--- src/rtl/riscv_dram_arbiter.sv ---
// riscv_dram_arbiter
//   Two-port arbiter/sequencer in front of a single-port 128-bit block DRAM.
//   Port I serves I-cache line refills (read only). Port D serves D-cache
//   refills and writebacks (read/write). Grants are round-robin when both
//   ports request. Each access runs IDLE -> [WAIT] -> ACCESS -> RESP -> DONE.
//   The read line is captured from the DRAM at the end of RESP, and the
//   owner's done pulse is raised in DONE.
//
// Configuration macro: RISCV_DRAM_LATENCY_EN
//   Defined:   a WAIT state of MEM_LAT cycles follows each grant.
//              MEM_LAT = 0 skips WAIT.
//   Undefined: there is no WAIT state and no counter; MEM_LAT has no effect.
//
// Ports
//   clk, rst                 clock; synchronous active-high reset
//   i_req/i_addr             I-cache line read request; held until i_done
//   i_done/i_rdata           1-cycle completion pulse; registered read line
//   d_req/d_we/d_addr/d_wdata  D-cache request; held until d_done
//   d_done/d_rdata           1-cycle completion pulse; registered read line
//   busy                     high in every state except IDLE
//   mem_wren/mem_rden        DRAM strobes, decoded from state; never both high
//   mem_addr/mem_wdata       DRAM address and write data; hold the last latched values
//   mem_rdata                DRAM read data (1-cycle synchronous latency)

module riscv_dram_arbiter #(
  parameter int DATA_WIDTH = 128,
  parameter int S_ADDR     = 10,
  parameter int MEM_LAT    = 4
) (
  input  logic                  clk,
  input  logic                  rst,
  input  logic                  i_req,
  input  logic [S_ADDR-1:0]     i_addr,
  output logic                  i_done,
  output logic [DATA_WIDTH-1:0] i_rdata,
  input  logic                  d_req,
  input  logic                  d_we,
  input  logic [S_ADDR-1:0]     d_addr,
  input  logic [DATA_WIDTH-1:0] d_wdata,
  output logic                  d_done,
  output logic [DATA_WIDTH-1:0] d_rdata,
  output logic                  busy,
  output logic                  mem_wren,
  output logic                  mem_rden,
  output logic [S_ADDR-1:0]     mem_addr,
  output logic [DATA_WIDTH-1:0] mem_wdata,
  input  logic [DATA_WIDTH-1:0] mem_rdata
);

`ifdef RISCV_DRAM_LATENCY_EN
  typedef enum logic [2:0] {IDLE, WAIT, ACCESS, RESP, DONE} state_t;
  localparam int CNT_W = (MEM_LAT > 1) ? $clog2(MEM_LAT) : 1;
  logic [CNT_W-1:0] wait_cnt_reg;
`else
  typedef enum logic [1:0] {IDLE, ACCESS, RESP, DONE} state_t;
  // MEM_LAT has no effect in this build.
  if (MEM_LAT < 0) begin : g_mem_lat_unused
  end
`endif

  state_t state_reg;
  logic   owner_reg;       // 1 = D port owns the current access
  logic   we_reg;          // latched write flag (always 0 for I)
  logic   last_grant_reg;  // 1 = D was granted last
  logic   grant_d;

  // When both ports request, grant the port that was not granted last.
  // When only one port requests, that port wins outright.
  always_comb begin
    grant_d = d_req && (!i_req || !last_grant_reg);
  end

  always_ff @(posedge clk) begin
    if (rst) begin
      state_reg      <= IDLE;
      owner_reg      <= 1'b0;
      we_reg         <= 1'b0;
      last_grant_reg <= 1'b1;
      i_done         <= 1'b0;
      d_done         <= 1'b0;
      busy           <= 1'b0;
      mem_wren       <= 1'b0;
      mem_rden       <= 1'b0;
      mem_addr       <= '0;
      mem_wdata      <= '0;
      i_rdata        <= '0;
      d_rdata        <= '0;
`ifdef RISCV_DRAM_LATENCY_EN
      wait_cnt_reg   <= '0;
`endif
    end else begin
      // Strobes and done pulses last a single state and default low.
      mem_wren <= 1'b0;
      mem_rden <= 1'b0;
      i_done   <= 1'b0;
      d_done   <= 1'b0;

      case (state_reg)
        IDLE: begin
          if (i_req || d_req) begin
            owner_reg      <= grant_d;
            last_grant_reg <= grant_d;
            we_reg         <= grant_d && d_we;
            mem_addr       <= grant_d ? d_addr : i_addr;
            if (grant_d) begin
              mem_wdata <= d_wdata;
            end
            busy <= 1'b1;
`ifdef RISCV_DRAM_LATENCY_EN
            if (MEM_LAT > 0) begin
              state_reg    <= WAIT;
              wait_cnt_reg <= CNT_W'(MEM_LAT - 1);
            end else begin
              state_reg <= ACCESS;
              mem_wren  <= grant_d && d_we;
              mem_rden  <= !(grant_d && d_we);
            end
`else
            state_reg <= ACCESS;
            mem_wren  <= grant_d && d_we;
            mem_rden  <= !(grant_d && d_we);
`endif
          end
        end

`ifdef RISCV_DRAM_LATENCY_EN
        WAIT: begin
          if (wait_cnt_reg == '0) begin
            state_reg <= ACCESS;
            mem_wren  <= we_reg;
            mem_rden  <= !we_reg;
          end else begin
            wait_cnt_reg <= wait_cnt_reg - 1'b1;
          end
        end
`endif

        ACCESS: begin
          state_reg <= RESP;
        end

        RESP: begin
          // The DRAM output is valid this cycle for a read issued in ACCESS.
          if (!we_reg) begin
            if (owner_reg) begin
              d_rdata <= mem_rdata;
            end else begin
              i_rdata <= mem_rdata;
            end
          end
          i_done    <= !owner_reg;
          d_done    <= owner_reg;
          state_reg <= DONE;
        end

        DONE: begin
          // No grant is taken here, so the requester can drop req at the next edge.
          state_reg <= IDLE;
          busy      <= 1'b0;
        end

        default: begin
          state_reg <= IDLE;
          busy      <= 1'b0;
        end
      endcase
    end
  end

endmodule
--- config.mk ---
export PLATFORM = sky130hd
export DESIGN_NAME = riscv_dram_arbiter
export DESIGN_NICKNAME = d
export VERILOG_FILES = /design/src/rtl/riscv_dram_arbiter.sv
export SDC_FILE = /design/constraint.sdc
export NUM_CORES = 1
export LEC_CHECK = 0
export ABC_AREA = 1
export CORE_AREA = 2 2 263 265
export DETAILED_ROUTE_END_ITERATION = 8
export DIE_AREA = 0 0 265 267
export PLACE_DENSITY = 0.54
export SYNTH_ARGS = -nofsm -noshare
export SYNTH_HDL_FRONTEND = slang
export SYNTH_SLANG_ARGS = --single-unit
--- constraint.sdc ---
create_clock -name clk -period 4 [get_ports clk]
set_input_delay 1.2 -clock clk [delete_from_list [all_inputs] [get_ports clk]]
set_output_delay 1.2 -clock clk [all_outputs]
set_load 0.05 [all_outputs]
==> results of run 1 <==
-- per-stage QoR --
step,instance area (µm²),total power [mW]
2_1_floorplan,14600,9.21
3_3_place_gp,22000,11.6
3_5_place_dp,22000,11.6
4_1_cts,23700,16.3
5_1_grt,23700,16.9
6_report,23700,16.1
-- cells in the mapped netlist --
| library cell | count |
|---|---|
| ha_1 | 4 |
| nor3b_1 | 1 |
| nand2_1 | 168 |
| inv_1 | 17 |
| clkbuf_2 | 3 |
| or2_2 | 1 |
| dfxtp_1 | 404 |
| nand4_1 | 128 |
| nor2_1 | 544 |
| o21ai_0 | 253 |
| o21ai_1 | 7 |
| a21boi_0 | 10 |
| buf_4 | 10 |
| clkbuf_1 | 51 |
| nor2_2 | 1 |
| buf_1 | 7 |
| buf_2 | 94 |
| a21oi_1 | 129 |
| nand3_1 | 14 |
-- area by class of cell --
type	count	area, µm²	share of cell area [%]
antenna	3	7.51	0.0317
clock buffer	70	1420	5.97
clock inverter	20	246	1.04
inverter	17	73.8	0.311
multi-input combinational	1260	5680	24.0
sequential	404	8090	34.1
tap	882	1100	4.66
timing repair buffer	705	7090	29.9
-- worst min path at each step --
stage / end / slack, ps / cells past startpoint
global route: mem_wdata[120] / 470 / 2
floorplan: i_done / 430 / 1
global placement: mem_wdata[30] / 450 / 2
CTS: mem_wdata[120] / 460 / 2
detailed placement: mem_wdata[120] / 450 / 2
finish: mem_wdata[22] / 460 / 2
-- metal layers --
layer | vias to the layer above | track usage (%)
met5 | - | 0
met4 | 6 | 7.92
met3 | 123 | 6.64
met2 | 582 | 29.5
met1 | 6942 | 18.1
li1 | 7312 | -
-- kinds of logic (layout without fill, tap and decap cells) --
group / after synthesis / count (layout) / synth area share, %
compound gates: 399 / 399 / 13.9
fa+ha+maj: 4 / 4 / 0.344
buf+inv: 182 / 812 / 5.78
flops: 404 / 404 / 55.5
other cells: 0 / 3 / 0
simple gates: 857 / 857 / 24.5
-- report_power, final --
part | total, mW | switching (mW) | internal, mW
registers | 5.13 | 0.397 | 4.73
clock network | 4.60 | 1.81 | 2.79
logic | 6.36 | 4.38 | 1.98
total | 16.1 | 6.59 | 9.50
==> flow_summary.yaml, run 1 <==
synth:
  synth_cell_types: 19
  synth_area_um2: 14600
  ys_seq_area_share_pct: 55.5
  ys_ff_latch: 404
  yosysWarnings: 0
  yosysTopAreaCell: "dfxtp_1"
  synth_cells: 1846
  syn_nets: 2131
  synth_area_per_cell_um2: 7.89
  netlist.area_leader.share_pct: 55.5
  synthTopCellsByArea: "dfxtp_1 56%, nor2_1 14%, o21ai_0 8.7%"
min_path:
  hp-start: "mem_wdata[22]"
  min_path_type: "flip-flop to flip-flop"
final_layout:
  mostFrequentLayoutCells: "677 x clkdlybuf4s50_1, 544 x nor2_1, 404 x dfxtp_1"
  final_cells: 3361
  nFillCells: 6984
  finalNetCount: 2722
  layout-drive-gt1-share_pct: 4.73
  fin_util_pct: 34.9
  top_regs: "d_rdata: 128 flops, i_rdata: 128 flops, mem_wdata: 128 flops"
  final_common_cell: "clkdlybuf4s50_1"
  areaGrowthSynthToFinish_pct: 62.7
sta:
  maxSlewViolCount: 0
  fin_crit_sh_pct: 78.4
  fmax_mhz: 319
  finalClockSkew_ps: 19.7
  tns_ps: 0
  hold_viol_final: 0
  rsz0062_at_grt: "false"
  min_period_ps: 3140
  whs_ps: 458
  relSlewSlack_pct: 30.1
  setup_slack_ps: 863
  max_slew.worst_pin.slew_ps: 1040
  setup_viol: 0
detailed_routing:
  routed_wl_um: 63400
  drtPass1Iterations: 5
  dr.max_layer_used: "met5"
  post_drt_wl_per_cell_um: 18.9
  drc: 0
  wl_met1_um: 23800
  viasPerCell: 4.45
  final_antenna_net_count: 0
  route.vias.total: 15000
  dr_wl_met3_um: 6100
  routed-wl-met2_um: 30500
  drt_iter0_drc: 753
grt:
  grt_max_degree: 149
  grt_pass1_wl_um: 92700
  antenna_found_initial: 7
  grt_overflow_total: 0
  grt_usage_pct: 17.0
  grt_pass1_vias: 14800
worst_setup_path:
  worstSetupEndpoint: "d_rdata[83]"
  crit_cells: 1
  r2r_slack_ps: 1420
  path_delay_family: "buffers and inverters"
  critPathMaxFanout: 2
  worst_setup_path_start_kind: "flip-flop"
  rr_startpoint: "state_reg[0]"
  slowest_stage: "clkdlybuf4s50_1"
  path_cells: "clkdlybuf4s50_1"
  reg2reg_depth: 7
  cp_num_buf_inv: 1
  endpoint_kind: "output port"
  startpoint: "d_rdata[83]"
  critPathMaxStageDelay_ps: 1010
  path_class: "flip-flop to output port"
  reg2reg_to: "i_rdata[125]"
  crit_required_ps: 2800
  arrival_ps: 1940
floorplanning:
  die_area_um2: 70800
  ios: 680
  num_rows: 96
  core_region_area_um2: 68000
  start_util_pct: 21.4
  die_h_um: 267
  die_w_um: 265
clock_tree:
  cts_made_buffers: 49
  post_cts_resize_count: 0
  insertion_delay_ps: 580
  cts_tree: "done"
  clk_pin_slew_ps: 60
  postCtsSetupRepairBufs: 0
  cts_buffer_depth: 3
  cts.sinks: 404
  htree_num_levels: 2
  cts_root_buf: "clkbuf_16"
  cts_hold_buffers: 0
power:
  power_leakage_nw: 8.83
  pwr_density_cell_nw_per_um2: 679
  peakVddDrop_mv: 0.330
flow_run:
  drv_cap: 0
place:
  hpwl_um: 44400
  port_buffers: 679
  place.gp.congestion: 0.815
  dp_slack_ps: 966
  placedCellCount: 3268
outcome:
  outcome: "complete, no violations"
No activity file was read; power rests on OpenSTA's default activity.
==> run 2, diff against run 1 <==
--- a/config.mk
+++ b/config.mk
@@ -6,9 +6,9 @@
 export NUM_CORES = 1
 export LEC_CHECK = 0
 export ABC_AREA = 1
-export CORE_AREA = 2 2 263 265
+export CORE_AREA = 2 2 264 266
 export DETAILED_ROUTE_END_ITERATION = 8
-export DIE_AREA = 0 0 265 267
+export DIE_AREA = 0 0 266 268
 export PLACE_DENSITY = 0.54
 export SYNTH_ARGS = -nofsm -noshare
 export SYNTH_HDL_FRONTEND = slang
==> constraint.sdc (replaced) <==
create_clock -name clk -period 3 [get_ports clk]
set_input_delay 0.9 -clock clk [delete_from_list [all_inputs] [get_ports clk]]
set_output_delay 0.9 -clock clk [all_outputs]
set_load 0.05 [all_outputs]
==> run 2 against run 1 <==
Effect of this change: sequential share of layout area up 0.078 points; clock skew fell by 1.9 ps; clock power up 24%; setup slack worse by 660 ps; die area up 0.75%; count of clock-buffer cells in the layout fell by 6; first-iteration DRC count fell by 22%; via count shrank 1.1%; combinational power grew 34%; global-route usage fell by 0.43 points; routed wire length decreased by 1.9%; sequential power grew 33%.
==> flow_summary.yaml, run 2 (synthesis results as in run 1) <==
grt:
  grt_max_degree: 132
  grt_pass1_vias: 14600
  grt_usage_pct: 16.6
  grt_overflow_total: 0
  grt_pass1_wl_um: 91400
  antenna_found_initial: 5
final_layout:
  mostFrequentLayoutCells: "671 x clkdlybuf4s50_1, 544 x nor2_1, 404 x dfxtp_1"
  final_common_cell: "clkdlybuf4s50_1"
  layout-drive-gt1-share_pct: 5.05
  finalNetCount: 2722
  areaGrowthSynthToFinish_pct: 62.4
  top_regs: "d_rdata: 128 flops, i_rdata: 128 flops, mem_wdata: 128 flops"
clock_tree:
  postCtsSetupRepairBufs: 0
  cts_root_buf: "clkbuf_16"
  insertion_delay_ps: 580
  cts_made_buffers: 46
  cts_buffer_depth: 3
  cts_hold_buffers: 0
  cts_tree: "done"
  htree_num_levels: 2
  clk_pin_slew_ps: 50
  cts.sinks: 404
  post_cts_resize_count: 0
sta:
  rsz0062_at_grt: "false"
  min_period_ps: 2790
  hold_viol_final: 0
  max_slew.worst_pin.slew_ps: 885
  fmax_mhz: 358
  tns_ps: 0
  fin_crit_sh_pct: 93.1
  relSlewSlack_pct: 41.0
  setup_viol: 0
  finalClockSkew_ps: 17.8
  whs_ps: 461
  maxSlewViolCount: 0
worst_setup_path:
  crit_cells: 1
  critPathMaxFanout: 1
  endpoint_kind: "output port"
  path_class: "flip-flop to output port"
  cp_num_buf_inv: 1
  critPathMaxStageDelay_ps: 860
  startpoint: "mem_wren"
  r2r_slack_ps: 810
  rr_startpoint: "state_reg[0]"
  worstSetupEndpoint: "mem_wren"
  slowest_stage: "clkdlybuf4s50_1"
  worst_setup_path_start_kind: "flip-flop"
  crit_required_ps: 2100
  reg2reg_to: "d_rdata[21]"
  path_cells: "clkdlybuf4s50_1"
  arrival_ps: 1890
  reg2reg_depth: 7
  path_delay_family: "buffers and inverters"
detailed_routing:
  route.vias.total: 14800
  viasPerCell: 4.41
  final_antenna_net_count: 0
  drtPass1Iterations: 5
  drc: 0
  drt_iter0_drc: 584
  routed_wl_um: 62200
  post_drt_wl_per_cell_um: 18.5
place:
  place.gp.congestion: 0.807
  hpwl_um: 44100
  port_buffers: 679
power:
  peakVddDrop_mv: 0.473
  power_leakage_nw: 8.81
  pwr_density_cell_nw_per_um2: 890
floorplanning:
  die_area_um2: 71300
  die_h_um: 268
  core_region_area_um2: 68200
  num_rows: 96
  start_util_pct: 21.3
  die_w_um: 266
  ios: 680
outcome:
  outcome: "complete, no violations"
flow_run:
  drv_cap: 0
min_path:
  min_path_type: "flip-flop to flip-flop"
run 2: cell type report:
type                       count  area (µm²)
sequential                   404        8090
fill                        6991       44600
tap                          882        1100
multi-input combinational   1260        5680
timing repair buffer         708        7160
inverter                      17        73.8
clock inverter                20         181
antenna                        6        15.0
clock buffer                  64        1350
run 2: layer usage:
layer / global-route usage [%] / wire, µm / vias to the layer above
li1: - / - / 7313
met1: 18.6 / 24400 / 6875
met2: 28.7 / 30300 / 538
met3: 6.53 / 6030 / 79
met4: 5.31 / 1430 / 2
met5: 0 / 13 / -
run 2: where the power goes:
part	total [mW]	internal [mW]	switching [mW]
Combinational	8.52	2.69	5.83
Clock	5.69	3.32	2.37
Sequential	6.83	6.31	0.519
run 2: worst min-delay path by stage:
stage / startpoint / endpoint / slack (ps) / cells after the start
floorplan: owner_reg / i_done / 430 / 1
global placement: mem_wdata[22] / mem_wdata[22] / 450 / 2
detailed placement: mem_wdata[24] / mem_wdata[24] / 450 / 2
CTS: mem_wdata[42] / mem_wdata[42] / 460 / 2
global route: mem_wdata[13] / mem_wdata[13] / 470 / 2
finish: mem_wdata[13] / mem_wdata[13] / 460 / 2
run 2: metrics by stage:
step	cell area, µm²	setup WS [ps]	instances	power, mW	utilization (%)
floorplan	14600	1260	1846	12.3	-
global placement	22100	495	3271	15.4	32.4
detailed placement	22100	473	3271	15.5	32.4
CTS	23600	90.0	3355	21.4	34.6
global route	23600	77.3	3359	22.1	34.7
finish	23600	208	3361	21.0	34.7
